File: src/rtl/pwm_dac_pkg.sv
// Shared audio-DAC constants and sample type, imported by pwm_dac and by the waveform generators.
// Latency: none (types and constants only).
// Backpressure: not applicable.
package pwm_dac_pkg;

    // Native sample width of the audio path; the PWM period is 2**DAC_WIDTH cycles.
    localparam int DAC_WIDTH = 12;

    // Offset-binary zero level: a 50% duty cycle after the RC filter.
    localparam logic [DAC_WIDTH-1:0] DAC_MIDSCALE = 12'h800;

    typedef logic [DAC_WIDTH-1:0] dac_sample_t;

endpackage

File: src/rtl/pwm_period_counter.sv
// PWM period counter: free-running WIDTH-bit count while enabled, held at 0 while disabled.
// Latency: load_now is combinational from cnt/enable; cnt advances every enabled cycle.
// Backpressure: none; the counter never stalls.
//
// Ports:
//   clk       sole clock
//   rst       asynchronous active-low reset
//   enable    run control; low forces cnt to 0 and suppresses load_now
//   cnt       current position inside the PWM period
//   load_now  high in the last cycle of a period (cnt all ones) while enabled
module pwm_period_counter #(
    parameter int WIDTH = 12
) (
    input  logic             clk,
    input  logic             rst,
    input  logic             enable,
    output logic [WIDTH-1:0] cnt,
    output logic             load_now
);

    localparam logic [WIDTH-1:0] ONE  = {{(WIDTH-1){1'b0}}, 1'b1};
    localparam logic [WIDTH-1:0] LAST = {WIDTH{1'b1}};

    // Natural wrap from all-ones to zero closes each period.
    always_ff @(posedge clk or negedge rst) begin
        if (!rst) begin
            cnt <= '0;
        end else if (!enable) begin
            cnt <= '0;
        end else begin
            cnt <= cnt + ONE;
        end
    end

    assign load_now = enable && (cnt == LAST);

endmodule

File: src/rtl/pwm_dac.sv
// Sample-to-PWM converter: buffers one sample and applies it as duty at the next period boundary.
// Latency: 2 to 2**WIDTH+1 cycles from acceptance to first pwm_out cycle using the new duty.
// Backpressure: sample_ready low while a sample is pending, except in the boundary cycle.
//
// Ports:
//   clk           sole clock
//   rst           asynchronous active-low reset
//   enable        run control; low idles the PWM (output 0, no pulses), acceptance still works
//   sample        WIDTH-bit sample, offset binary (or two's complement when TWOS_COMP=1)
//   sample_valid  producer has a sample
//   sample_ready  block can take a sample this cycle (state only, no path from sample_valid)
//   pwm_out       registered PWM output
//   period_start  one-cycle pulse in the first cycle of each period (cnt == 0)
//   underflow     one-cycle pulse when a period starts with no pending sample
module pwm_dac
    import pwm_dac_pkg::*;
#(
    parameter int WIDTH     = DAC_WIDTH,
    parameter bit TWOS_COMP = 1'b0
) (
    input  logic             clk,
    input  logic             rst,
    input  logic             enable,
    input  logic [WIDTH-1:0] sample,
    input  logic             sample_valid,
    output logic             sample_ready,
    output logic             pwm_out,
    output logic             period_start,
    output logic             underflow
);

    localparam logic [WIDTH-1:0] MSB_MASK = {1'b1, {(WIDTH-1){1'b0}}};
    localparam logic [WIDTH-1:0] MIDSCALE = MSB_MASK;

    logic [WIDTH-1:0] cnt;
    logic             load_now;
    logic [WIDTH-1:0] duty;
    logic [WIDTH-1:0] pend;
    logic             pend_valid;
    logic [WIDTH-1:0] sample_conv;
    logic             accept;

    pwm_period_counter #(
        .WIDTH (WIDTH)
    ) u_period_counter (
        .clk      (clk),
        .rst      (rst),
        .enable   (enable),
        .cnt      (cnt),
        .load_now (load_now)
    );

    // Two's complement to offset binary is a flip of the sign bit.
    assign sample_conv = TWOS_COMP ? (sample ^ MSB_MASK) : sample;

    // The boundary cycle frees the pending slot, so a new sample can enter
    // in the same cycle the old one moves into duty.
    assign sample_ready = !pend_valid || load_now;
    assign accept       = sample_valid && sample_ready;

    always_ff @(posedge clk or negedge rst) begin
        if (!rst) begin
            pend       <= '0;
            pend_valid <= 1'b0;
        end else if (accept) begin
            pend       <= sample_conv;
            pend_valid <= 1'b1;
        end else if (load_now) begin
            pend_valid <= 1'b0;
        end
    end

    // Only a sample already pending at the boundary is applied; one arriving
    // in the boundary cycle waits a full period in pend.
    always_ff @(posedge clk or negedge rst) begin
        if (!rst) begin
            duty <= MIDSCALE;
        end else if (load_now && pend_valid) begin
            duty <= pend;
        end
    end

    // cnt never reaches duty when cnt is all ones, so the output is low in the
    // boundary-to-zero transition and a duty of D gives exactly D high cycles.
    always_ff @(posedge clk or negedge rst) begin
        if (!rst) begin
            pwm_out      <= 1'b0;
            period_start <= 1'b0;
            underflow    <= 1'b0;
        end else begin
            pwm_out      <= enable && (cnt < duty);
            period_start <= load_now;
            underflow    <= load_now && !pend_valid;
        end
    end

endmodule

File: config.mk
export PLATFORM = sky130hd
export DESIGN_NAME = pwm_dac
export DESIGN_NICKNAME = d
export VERILOG_FILES = /design/src/rtl/pwm_dac_pkg.sv /design/src/rtl/pwm_period_counter.sv /design/src/rtl/pwm_dac.sv
export SDC_FILE = /design/constraint.sdc
export NUM_CORES = 1
export LEC_CHECK = 0
export BUFFER_PORTS_ARGS = -buffer_cell sky130_fd_sc_hd__buf_2
export CORE_MARGIN = 2
export CORE_UTILIZATION = 50
export DETAILED_ROUTE_END_ITERATION = 6
export GPL_TIMING_DRIVEN = 1
export PLACE_DENSITY = 0.69
export SLEW_MARGIN = 20
export SYNTH_ARGS = -nofsm -noshare
export SYNTH_HDL_FRONTEND = slang
export SYNTH_HIERARCHICAL = 1
export SYNTH_SLANG_ARGS = --single-unit
File: constraint.sdc
create_clock -name clk -period 2.6 [get_ports clk]
set_input_delay 0.13 -clock clk [delete_from_list [all_inputs] [get_ports clk]]
set_output_delay 0.13 -clock clk [all_outputs]
set_load 0.01 [all_outputs]
==> qor.csv <==
metric;value;unit
outcome;complete, no violations;
placedCellCount;220;
cts_inserted_buffers;5;
start_util;52.6;%
ctsLongestPathBuffers;2;
crit_chain;ha_1 > nand3_2 > nor4_1 > buf_4 > nand2b_4 > nand2_4 > mux2_1;
synth_area;0.00194;sq mm
final_common_cell;dfrtp_1;
finalMaxSlewViolations;0;
fin_area;0.00219;sq mm
syn_to_final_growth;12.9;%
fin_worst_skew;5.89;ps
via_per_inst;5.27;
n_antenna_cell;0;
grt_max_degree;41;
synth_edf_count;0;
gr-usage-all-layers;17.2;%
globalplace.congestion;0.834;
hp-class;primary input to register;
synth.avg_cell_area;12.4;sq um
relSlewSlack;42.9;%
worstHoldPathCells;2;
worstSetupStartpointType;register;
holdWs;43.0;ps
root_buffer;clkbuf_8;
via_count;1207;
fmax;483;MHz
tns;0;ps
synth_cells;156;
placed_area;0.00207;sq mm
critPathKind;register to register;
p_per_area;563;mW/mm^2
die_x;66.3;microns
num_rows;22;
overflow;0;
setup_viol;0;
end_kind;register;
cp.required;2780;ps
synth_top_cells_by_area;dfrtp_1 50%, mux2_1 8.1%, ha_1 7.7%;
synth_ff_type;dfrtp_1;
fin_nets;208;
max_stage_delay;420;ps
cp_slowest_cell;dfrtp_1;
worst_ep_arrival_time;2250;ps
maxCapViolations;0;
worst_pin_slew;857;ps
coreArea;0.00369;sq mm
clock-sinks;40;
dieArea;0.00440;sq mm
antenna_found_initial;0;
post_cts_buffers;0;
timing.rr.end;pend[0];
worst-r2r-cell-count;7;
rr_startpoint;u_period_counter/cnt[1];
ys_warn_count;6;
yosys_register_bits;40;
worstHoldStart;sample[11];
cts_hold_buf;1;
peakVddDrop;0.397;mV
drt-wirelength-per-cell;14.0;microns
clock_latency;290;ps
grt_pass1_vias;1219;
layout_common_cells;39 x dfrtp_1, 19 x buf_2, 15 x inv_1, 14 x mux2_1, 12 x ha_1;
r2r_slack;530;ps
ant_nets;0;
fin_cells;229;
hold_end;pend[11];
synth.top_cell.area_share;50.3;%
dieHeight;66.3;microns
synth.largest_area_cell;dfrtp_1;
post_cts_resized;0;
hold_violations;0;
dr.first_iter.drc_count;90;
htreeDepth;2;
p_leak;1.07;nW
period_minus_slack;2070;ps
rsz0062_at_grt;no;
grt_first_pass_wirelength;5580;microns
io_pins;20;
synthDistinctLibCells;34;
ys_seq_area_share;51.6;%
layout-drive-gt1-share;26.5;%
worstPathMaxFanout;12;
fin_crit_sh;79.7;%
dr.pass1.iters;4;
synth_nets;184;
wirelength;3200;microns
clk_pin_slew_worst_paths;80;ps
async_reset_ff_share;100;%
drc;0;
dp_hpwl;2460;microns
fin_util;59.4;%
tritoncts;built;
io_buffer_count;19;
report_power, final:
group	switching, W	internal, W	total [W]
registers	0.0000173	0.000649	0.000666
logic	0.0000312	0.0000442	0.0000754
clock network	0.000209	0.000284	0.000492
total	0.000257	0.000977	0.00123
routing by layer:
| layer | vias up | track usage, % | part of all wire (%) |
|---|---|---|---|
| met5 | - | 0 | 0 |
| met4 | 0 | 6.89 | 1.8 |
| met3 | 6 | 5.11 | 3.8 |
| met2 | 20 | 28.1 | 49 |
| met1 | 587 | 21.3 | 45 |
| li1 | 594 | - | - |
sequential cells by signal, summed over array words and instances (netlist names):
| name | count |
|---|---|
| duty | 12 |
| pend | 12 |
| pend_valid | 1 |
| period_start | 1 |
| pwm_out | 1 |
| u_period_counter/cnt | 12 |
| underflow | 1 |
area by class of cell:
cell class                 instances  area (sq um)
fill                             324          1500
sequential                        40          1000
multi-input combinational         97           848
timing repair buffer              21           113
clock buffer                       5          68.8
tap                               48          60.1
inverter                          15          56.3
clock inverter                     3          42.5
metrics by stage:
step | worst slack (ps) | total power, W
6_report | 528 | 0.00123
5_1_grt | 362 | 0.00130
4_1_cts | 499 | 0.00125
3_5_place_dp | 505 | 0.000754
3_3_place_gp | 606 | 0.000749
2_1_floorplan | 486 | 0.000718
synth_stat cells, types with 3 or more instances:
cell type	count
mux2_4	10
nand2_1	6
mux2_1	14
inv_1	15
or4_1	4
nor2_1	4
o31ai_1	4
a21oi_1	11
nand3_1	3
ha_1	12
o21ai_0	5
dfrtp_1	39
how the worst max path moves through the flow:
stage,from,to,slack (ps)
2_1_floorplan,u_period_counter/cnt[0],pend[10],490
6_report,u_period_counter/cnt[1],pend[0],530
3_3_place_gp,u_period_counter/cnt[0],pend[11],610
5_1_grt,u_period_counter/cnt[0],pend[0],360
4_1_cts,u_period_counter/cnt[0],pend[0],500
3_5_place_dp,u_period_counter/cnt[0],pend[0],500
kinds of logic (layout without fill, tap and decap cells):
logic type / Yosys count / count (layout) / synth area share, %
adder cells (fa/ha/maj): 12 / 12 / 7.74
flip-flops: 40 / 40 / 51.6
multiplexers: 24 / 24 / 15.9
buffers and inverters: 19 / 44 / 4.64
XOR/XNOR: 3 / 3 / 1.35
AND/OR/NAND/NOR: 34 / 34 / 11.2
AO/OA/AOI/OAI: 24 / 24 / 7.54
worst max-delay path, delay by kind of cell, from the launching register on:
kind	cells	cell delay, ps
adder cells (fa/ha/maj)	1	230
buffers and inverters	1	180
flip-flops	1	420
multiplexers	1	350
AND/OR/NAND/NOR	4	780
(Power assumes the default switching activity.)
